$ cat config.mk
export PLATFORM = sky130hd
export DESIGN_NAME = double_mul_operand_feeder_flat
export DESIGN_NICKNAME = d
export VERILOG_FILES = /design/src/rtl/double_mul_operand_feeder_if.sv /design/src/rtl/double_mul_operand_feeder.sv /design/src/flat_wrapper.sv
export SDC_FILE = /design/constraint.sdc
export NUM_CORES = 1
export LEC_CHECK = 0
export BUFFER_PORTS_ARGS = -buffer_cell sky130_fd_sc_hd__buf_2
export CAP_MARGIN = 20
export CORE_MARGIN = 3
export CORE_UTILIZATION = 30
export CTS_CLUSTER_DIAMETER = 60
export DETAILED_ROUTE_END_ITERATION = 7
export PLACE_DENSITY = 0.52
export SLEW_MARGIN = 20
export SYNTH_ARGS = -nofsm -noshare
export SYNTH_HDL_FRONTEND = slang
export SYNTH_SLANG_ARGS = --single-unit
$ cat constraint.sdc
create_clock -name clk -period 3.8 [get_ports clk]
set_input_delay 0.57 -clock clk [delete_from_list [all_inputs] [get_ports clk]]
set_output_delay 0.57 -clock clk [all_outputs]
set_load 0.01 [all_outputs]
$ cat src/rtl/double_mul_operand_feeder_if.sv
// Handshake bundle between an operand producer, the feeder and the multiplier's
// two operand ports.
interface double_mul_operand_feeder_if;
    logic [63:0] in_a;
    logic [63:0] in_b;
    logic        in_stb;
    logic        in_ack;
    logic [63:0] mul_a;
    logic        mul_a_stb;
    logic        mul_a_ack;
    logic [63:0] mul_b;
    logic        mul_b_stb;
    logic        mul_b_ack;

    modport slave (
        input  in_a, in_b, in_stb, mul_a_ack, mul_b_ack,
        output in_ack, mul_a, mul_a_stb, mul_b, mul_b_stb
    );

    modport master (
        output in_a, in_b, in_stb, mul_a_ack, mul_b_ack,
        input  in_ack, mul_a, mul_a_stb, mul_b, mul_b_stb
    );
endinterface

$ cat src/rtl/double_mul_operand_feeder.sv
// Buffers (a, b) operand pairs in a FIFO and replays each pair onto the
// multiplier's input_a then input_b stb/ack handshakes.
//
// state  | meaning
// IDLE   | nothing held; waiting for a queued pair
// SEND_A | held pair's a offered on mul_a (mul_a_stb=1)
// SEND_B | held pair's b offered on mul_b (mul_b_stb=1)
module double_mul_operand_feeder #(
    parameter int DEPTH = 4
) (
    input  logic                     clk,
    input  logic                     rst,
    double_mul_operand_feeder_if.slave bus,
    input  logic                     flush,
    output logic [$clog2(DEPTH):0]   level,
    output logic [31:0]              issued_count
);
    localparam int AW = $clog2(DEPTH);
    localparam int LW = AW + 1;
    localparam logic [LW-1:0] FULL = LW'(DEPTH);

    typedef enum logic [1:0] {IDLE, SEND_A, SEND_B} state_t;

    state_t          state, state_d;
    logic [127:0]    mem [DEPTH];
    logic [AW-1:0]   wr_ptr, rd_ptr;
    logic [LW-1:0]   cnt;
    logic [63:0]     a_hold, b_hold;
    logic            a_stb, b_stb;
    logic            a_stb_d, b_stb_d;
    logic [31:0]     count_q;
    logic            push, pop, can_pop, a_done, b_done;

    assign bus.in_ack    = rst & ~flush & (cnt != FULL);
    assign push          = bus.in_stb & bus.in_ack;
    assign can_pop       = ~flush & (cnt != '0);
    assign a_done        = a_stb & bus.mul_a_ack;
    assign b_done        = b_stb & bus.mul_b_ack;

    assign bus.mul_a     = a_hold;
    assign bus.mul_b     = b_hold;
    assign bus.mul_a_stb = a_stb;
    assign bus.mul_b_stb = b_stb;
    assign level         = cnt;
    assign issued_count  = count_q;

    always_ff @(posedge clk or negedge rst) begin
        if (!rst) state <= IDLE;
        else      state <= state_d;
    end

    always_comb begin
        state_d = state;
        case (state)
            IDLE:    if (can_pop) state_d = SEND_A;
            SEND_A:  if (a_done)  state_d = SEND_B;
            SEND_B:  if (b_done)  state_d = can_pop ? SEND_A : IDLE;
            default: state_d = IDLE;
        endcase
    end

    // A pop loads the holding registers whenever a fresh pair enters SEND_A.
    always_comb begin
        pop     = 1'b0;
        a_stb_d = (state_d == SEND_A);
        b_stb_d = (state_d == SEND_B);
        if (state_d == SEND_A && state != SEND_A) pop = 1'b1;
    end

    always_ff @(posedge clk or negedge rst) begin
        if (!rst) begin
            wr_ptr  <= '0;
            rd_ptr  <= '0;
            cnt     <= '0;
            a_hold  <= '0;
            b_hold  <= '0;
            a_stb   <= 1'b0;
            b_stb   <= 1'b0;
            count_q <= '0;
        end else begin
            a_stb <= a_stb_d;
            b_stb <= b_stb_d;
            if (flush) begin
                wr_ptr <= '0;
                rd_ptr <= '0;
                cnt    <= '0;
            end else begin
                if (push) wr_ptr <= wr_ptr + AW'(1);
                if (pop)  rd_ptr <= rd_ptr + AW'(1);
                cnt <= cnt + LW'(push) - LW'(pop);
            end
            if (pop) {a_hold, b_hold} <= mem[rd_ptr];
            if (b_done) count_q <= count_q + 32'd1;
        end
    end

    always_ff @(posedge clk) begin
        if (push) mem[wr_ptr] <= {bus.in_a, bus.in_b};
    end
endmodule

$ cat src/flat_wrapper.sv
// flat-port wrapper written by rule: the top's interface ports become plain ports
module double_mul_operand_feeder_flat 
#(
    parameter int DEPTH = 4
)
  (clk, rst, flush, level, issued_count, bus_in_a, bus_in_b, bus_in_stb, bus_mul_a_ack, bus_mul_b_ack, bus_in_ack, bus_mul_a, bus_mul_a_stb, bus_mul_b, bus_mul_b_stb);
  double_mul_operand_feeder_if bus_i ();
  input  logic clk;
  input  logic rst;
  input  logic flush;
  output logic [$clog2(DEPTH):0] level;
  output logic [31:0] issued_count;
  input wire logic [$bits(bus_i.in_a)-1:0] bus_in_a;
  input wire logic [$bits(bus_i.in_b)-1:0] bus_in_b;
  input wire logic [$bits(bus_i.in_stb)-1:0] bus_in_stb;
  input wire logic [$bits(bus_i.mul_a_ack)-1:0] bus_mul_a_ack;
  input wire logic [$bits(bus_i.mul_b_ack)-1:0] bus_mul_b_ack;
  output wire logic [$bits(bus_i.in_ack)-1:0] bus_in_ack;
  output wire logic [$bits(bus_i.mul_a)-1:0] bus_mul_a;
  output wire logic [$bits(bus_i.mul_a_stb)-1:0] bus_mul_a_stb;
  output wire logic [$bits(bus_i.mul_b)-1:0] bus_mul_b;
  output wire logic [$bits(bus_i.mul_b_stb)-1:0] bus_mul_b_stb;
  assign bus_i.in_a = bus_in_a;
  assign bus_i.in_b = bus_in_b;
  assign bus_i.in_stb = bus_in_stb;
  assign bus_i.mul_a_ack = bus_mul_a_ack;
  assign bus_i.mul_b_ack = bus_mul_b_ack;
  assign bus_in_ack = bus_i.in_ack;
  assign bus_mul_a = bus_i.mul_a;
  assign bus_mul_a_stb = bus_i.mul_a_stb;
  assign bus_mul_b = bus_i.mul_b;
  assign bus_mul_b_stb = bus_i.mul_b_stb;
  double_mul_operand_feeder #(.DEPTH(DEPTH)) u_core (.clk(clk), .rst(rst), .bus(bus_i), .flush(flush), .level(level), .issued_count(issued_count));
endmodule
== Word level (Yosys, flattened, before mapping) ==
Memories as Yosys holds them, arrays and structs flattened. A register that Yosys moved wholly into a read port is not among the register bits.
Index checks and enable logic that the tools add are counted.

* Bits in registers: 43
* Bits in writable memories: 512
* Input port bits: 134
* Output and inout bits: 166
* Logic and storage cells: 45
* Memories: 1

* Add/sub/neg operators: 5
* Eq/ne operators: 6
* Multiplexer cells: 13
* Bitwise gates (word level): 7
* Reduce and logical (&&, ||, !) cells: 6

{| class="wikitable"
|+ Memory list
! name !! depth !! bits a word !! rd ports !! clocked after Yosys merged registers in !! write ports !! line !! source
|-
| u_core.mem || 4 || 128 || 1 || 1 || 1 || double_mul_operand_feeder.sv:25 || <nowiki>logic [127:0] mem [DEPTH];</nowiki>
|}

{| class="wikitable"
|+ Operators by type and width
! kind !! count
|-
| adder 32 x 1 -> 32 bit (second input constant) || 1
|-
| two-way mux 2 bit || 7
|-
| AND 1 bit || 6
|-
| case mux 2 bit (3 select lines) || 1
|-
| adder 2 x 1 -> 2 bit (second input constant) || 2
|-
| equality test 2 x 1 -> 1 bit (second input constant) || 2
|-
| equality test 2 bit (second input constant) || 2
|-
| two-way mux 1 bit || 4
|-
| nonzero test 2 bit || 2
|-
| adder 3 x 1 -> 3 bit || 1
|-
| two-way mux 3 bit || 1
|-
| inequality test 3 bit (second input constant) || 1
|-
| nonzero test 3 bit || 1
|-
| subtractor 3 x 1 -> 3 bit || 1
|-
| logical NOT 2 bit || 1
|-
| inequality test 2 x 1 -> 1 bit (second input constant) || 1
|-
| logical AND 1 bit || 1
|-
| logical NOT 1 bit || 1
|-
| NOT 1 bit || 1
|}

== Longest topological paths before layout ==
* Depth in word-level cells: 10
* Gate-level depth with buffers: 12
* Mapped depth without buffers: 10

== Worst setup path before layout ==
Ideal clock, no wire load.

* Kind: input to register
* Start point: in flush
* End point: mem u_core.mem[1][0] (enable)
* Library setup time: 0.503 ns
* Arrival: 4.321 ns
* Required time: 3.297 ns
* Setup slack: -1.025 ns
* Stages: 4
* Path buffers: 1
* Cells stage by stage: clkbuf_1 > nand2b_1 > a21oi_1 > and3_1

* Word-level cells in the longest chain between the ends: 6

{| class="wikitable"
|+ Ends and longest elaborated chain
! what !! line !! source
|-
| start, declared || flat_wrapper.sv:10 || <nowiki>input logic flush;</nowiki>
|-
| NOT 1 bit || double_mul_operand_feeder.sv:34 || <nowiki>assign bus.in_ack = rst & ~flush & (cnt != FULL);</nowiki>
|-
| AND 1 bit (2 in series) || double_mul_operand_feeder.sv:34 ||
|-
| named net bus_in_ack || flat_wrapper.sv:18 || <nowiki>output wire logic [$bits(bus_i.in_ack)-1:0] bus_in_ack;</nowiki>
|-
| AND 1 bit || double_mul_operand_feeder.sv:35 || <nowiki>assign push = bus.in_stb & bus.in_ack;</nowiki>
|-
| two-way mux 1 bit || double_mul_operand_feeder.sv:98 || <nowiki>if (push) mem[wr_ptr] <= {bus.in_a, bus.in_b};</nowiki>
|-
| two-way mux 1 bit (not written as such) || double_mul_operand_feeder.sv:98 ||
|-
| end, declared || double_mul_operand_feeder.sv:25 ||
|}

The timed path passes the listed nets, and every way through them passes these cells.

== Worst setup path in the final report ==
* Start point: in rst
* End point: out bus_in_ack

* Word-level cells in the longest chain between the ends: 2

{| class="wikitable"
|+ Ends and longest elaborated chain
! what !! line !! source
|-
| start, declared || flat_wrapper.sv:9 || <nowiki>input logic rst;</nowiki>
|-
| AND 1 bit (2 in series) || double_mul_operand_feeder.sv:34 ||
|-
| end, declared || flat_wrapper.sv:18 ||
|}

No other way between the ends.

==> out/results.txt <==
Type of origin of the critical path: primary input
1st-pass router iterations: 4
Final Slew Violations: 0
Clk buf depth: 3
Reg area: 19700 µm²
Comb pwr share: 0.193
Clk_lat worst skew: 620 ps
Unique cell type count in the Yosys netlist: 32
Final WS setup: 1130 ps
Die X: 296 µm
Slowest cell on crit path: dlygate4sd3_1
Placed cells: 2463
GRT Total Usage: 0.128
IO Port Bufs: 299
YS warnings: 0
Post-synth EDFFs: 512
Arr. time, crit path: 2100 ps
Die ar.: 87400 µm²
Fin area: 30800 µm²
Synth-to-Final Area Change: 22.3%
Power share of the clock group: 0.353
CP Class: primary input to primary output
Crit path to: bus_in_ack
Vias: 12000
Vias/cell: 4.58
Post-Synthesis Cells: 1122
Post-Synth XOR/XNOR Area: 0.0118
Initial antenna violation count: 12
First-pass GRT wire length: 83600 µm
Post-placement cell area: 28100 µm²
Int Power: 0.0153 W
Sequential Power Share: 0.454
Post-synthesis simple-gate area fraction: 0.0164
Total CTS buffers: 81
Slew HR: 0.368
Switching share of power: 0.268
Critical Path RT: 3230 ps
RSZ-0062 raised after global routing: no
Final Non-Filler Cells: 2623
Post-synthesis compound-gate area fraction: 0.00259
Dpl hpwl: 31900 µm
#FFs+latches synth: 683
Switch Pwr: 0.00559 W
Register area share after synthesis: 0.781
# setup viols final: 0
Post-Syn Nets: 1264
Largest family of logic cells by synthesized area: multiplexers
Clock slew at reported path FFs: 60 ps
Final period utilization: 0.702
Remaining antenna violation count: 0
H-tree depth: 3
Grt ovf: 0
TritonCTS clock tree: built
Worst Reg-to-Reg Cells: 10
Reg2reg end: u_core.level[2]$_DFF_PN0_
Vias in the first global route: 13300
Initial drt markers: 578
Number of fill cells: 7627
R2r setup slk: 1280 ps
Initial Utilization: 0.305
Layout cells sized above 1: 0.431
Pwr Density: 679 nW/µm²
Crit. Startpoint: rst
Clock Sinks: 683
Hold Vio Cnt, Final: 0
Worst slack at placement: 953 ps
Largest net degree at the start of global routing: 134
P_leak: 10.9 nW
Max_cap viols: 0
I/O pins: 300
FP Rows: 105
Async SR Flop Fraction: 0.250
CP peak stage delay: 540 ps
Routability Congestion: 0.743
Post-synthesis mux area share: 0.173
Syn_area_per_cell: 22.4 µm²
IR drop worst, VDD: 456 µV
Total Power: 0.0209 W
RR Startpoint: u_core.bus.mul_b_stb$_DFF_PN0_
Main synth FF type: edfxtp_1
Max Fclk: 375 MHz
Final net count: 1619
Skew final: 20.8 ps
Status: complete, no violations
Mapped cell area: 25200 µm²
Cells along the critical path: dlygate4sd3_1 -> clkbuf_8 -> nand2b_1 -> a21oi_1 -> buf_2
Adder-cell share of the synthesized area: 0.00428
Footprint of the multi-input gates: 5280 µm²
Drt drc: 0
CTS root buf: clkbuf_16
Final min period: 2670 ps
Post-Route WL: 55900 µm
Core Footprint: 82500 µm²
Worst Hold Class: primary input to flop
Drt wl/cell: 21.3 µm
Least-Margin Pin Slew: 948 ps
TNS Setup: 0 ps
CP Max Fanout: 24
Crit end category: primary output
Die Ht: 296 µm
cells in the mapped netlist, drive strengths merged, types with 6 or more instances:
| cell | instances | area share |
|---|---|---|
| and2 | 6 | 0.0015 |
| and3 | 10 | 0.0025 |
| buf | 25 | 0.0057 |
| clkbuf | 24 | 0.0036 |
| dfrtp | 171 | 0.17 |
| edfxtp | 512 | 0.61 |
| ha | 7 | 0.0035 |
| inv | 7 | 0.0010 |
| mux2 | 130 | 0.058 |
| mux4 | 128 | 0.11 |
| nand2 | 11 | 0.0016 |
| nand3 | 11 | 0.0022 |
| nand4 | 14 | 0.0035 |
| nor2 | 8 | 0.0012 |
| xnor2 | 28 | 0.0097 |
| xor2 | 6 | 0.0021 |
cell usage in the layout (no fill, tap or decap), drive strengths merged:
| cell | n |
|---|---|
| mux2i | 1 |
| nand2b | 3 |
| clkinvlp | 1 |
| a21oi | 3 |
| nor2 | 8 |
| nand3b | 1 |
| o22ai | 2 |
| xor2 | 6 |
| inv | 16 |
| nor3 | 3 |
| nand4 | 14 |
| diode | 7 |
| clkbuf | 112 |
| edfxtp | 512 |
| clkinv | 30 |
| and4 | 3 |
| a2111oi | 1 |
| nand2 | 11 |
| buf | 319 |
| fa | 1 |
| dlygate4sd3 | 1 |
| xnor2 | 28 |
| mux4 | 128 |
| mux2 | 130 |
| nor2b | 1 |
| bufinv | 1 |
| ha | 7 |
| and3 | 10 |
| or2 | 2 |
| and2 | 6 |
| nor4 | 2 |
| a21bo | 1 |
| nand3 | 11 |
| dfrtp | 171 |
registers in the layout (all words and copies together), names as in the netlist:
register and flops:
u_core.wr_ptr 2, u_core.rd_ptr 2, u_core.level 3, u_core.bus.mul_a 64, u_core.issued_count 32, u_core.bus.mul_a_stb 1
u_core.state 2, u_core.bus.mul_b 64, u_core.bus.mul_b_stb 1, u_core.mem 512
metrics by stage:
stage / utilization / hold WS [ps]
detailed placement: 0.341 / 468
floorplan: - / 274
CTS: 0.373 / 111
global route: 0.373 / 129
global placement: 0.341 / 461
finish: 0.373 / 168
critical path: cells and delay by family:
| family | cells | cell delay [ps] |
|---|---|---|
| AND/OR/NAND/NOR | 1 | 80 |
| AO/OA/AOI/OAI | 1 | 370 |
| buffers and inverters | 3 | 1060 |
final cells by class:
| class | instances | share of cell area |
|---|---|---|
| Clock inverter | 41 | 0.0116 |
| Inverter | 7 | 0.000854 |
| Antenna cell | 7 | 0.000569 |
| Timing Repair Buffer | 321 | 0.0601 |
| Multi-Input combinational cell | 383 | 0.171 |
| Clock buffer | 111 | 0.0731 |
| Sequential cell | 683 | 0.639 |
| Tap cell | 1070 | 0.0435 |
per-layer routing:
| metal | GRT usage | wire length [µm] | vias up |
|---|---|---|---|
| met5 | 0 | 21 | - |
| met4 | 0.0458 | 1500 | 4 |
| met3 | 0.0355 | 3160 | 91 |
| met2 | 0.217 | 28100 | 260 |
| met1 | 0.158 | 23200 | 6389 |
| li1 | - | - | 5275 |
power by group through the flow:
| stage | logic (W) | clock network [W] | registers, W |
|---|---|---|---|
| after floorplan | 0.00219 | 0 | 0.00985 |
| after global placement | 0.00411 | 0 | 0.00963 |
| after detailed placement | 0.00418 | 0 | 0.00965 |
| after CTS | 0.00418 | 0.00763 | 0.00952 |
| after global routing | 0.00441 | 0.00795 | 0.00961 |
| final | 0.00403 | 0.00737 | 0.00949 |
worst min path at each step:
stage                                                    from                                   to  slack (ps)  depth (start not counted)
after floorplan                                           rst      u_core.bus.mul_a[0]$_DFFE_PN0P_         270                          0
after global placement        u_core.bus.mul_b[1]$_DFFE_PN0P_      u_core.bus.mul_b[1]$_DFFE_PN0P_         460                          1
after detailed placement  u_core.issued_count[31]$_DFFE_PN0P_  u_core.issued_count[31]$_DFFE_PN0P_         470                          1
after CTS                                        bus_in_a[54]         u_core.mem[3][118]$_DFFE_PP_         110                          1
after global routing                             bus_in_a[39]         u_core.mem[2][103]$_DFFE_PP_         130                          1
final                                            bus_in_b[63]          u_core.mem[2][63]$_DFFE_PP_         170                          1
timing repair:
action,4_1_cts,5_1_grt
setup buffers,0,0
endpoints found under the hold margin,21,0
hold buffers,1,0
endpoints found under the setup margin,0,0
resized for setup,0,0
cell families (layout without fill, tap and decap cells):
logic type                 Yosys count  after routing
xor gates and xnor gates            34             34
DFF                                683            683
muxes                              259            259
AOI/OAI and AO/OA                    7              7
other                                0              7
buffers and inverters               56            480
adders and majority gates            8              8
and+or+nand+nor                     75             75
Power figures use the tool's default switching activity.
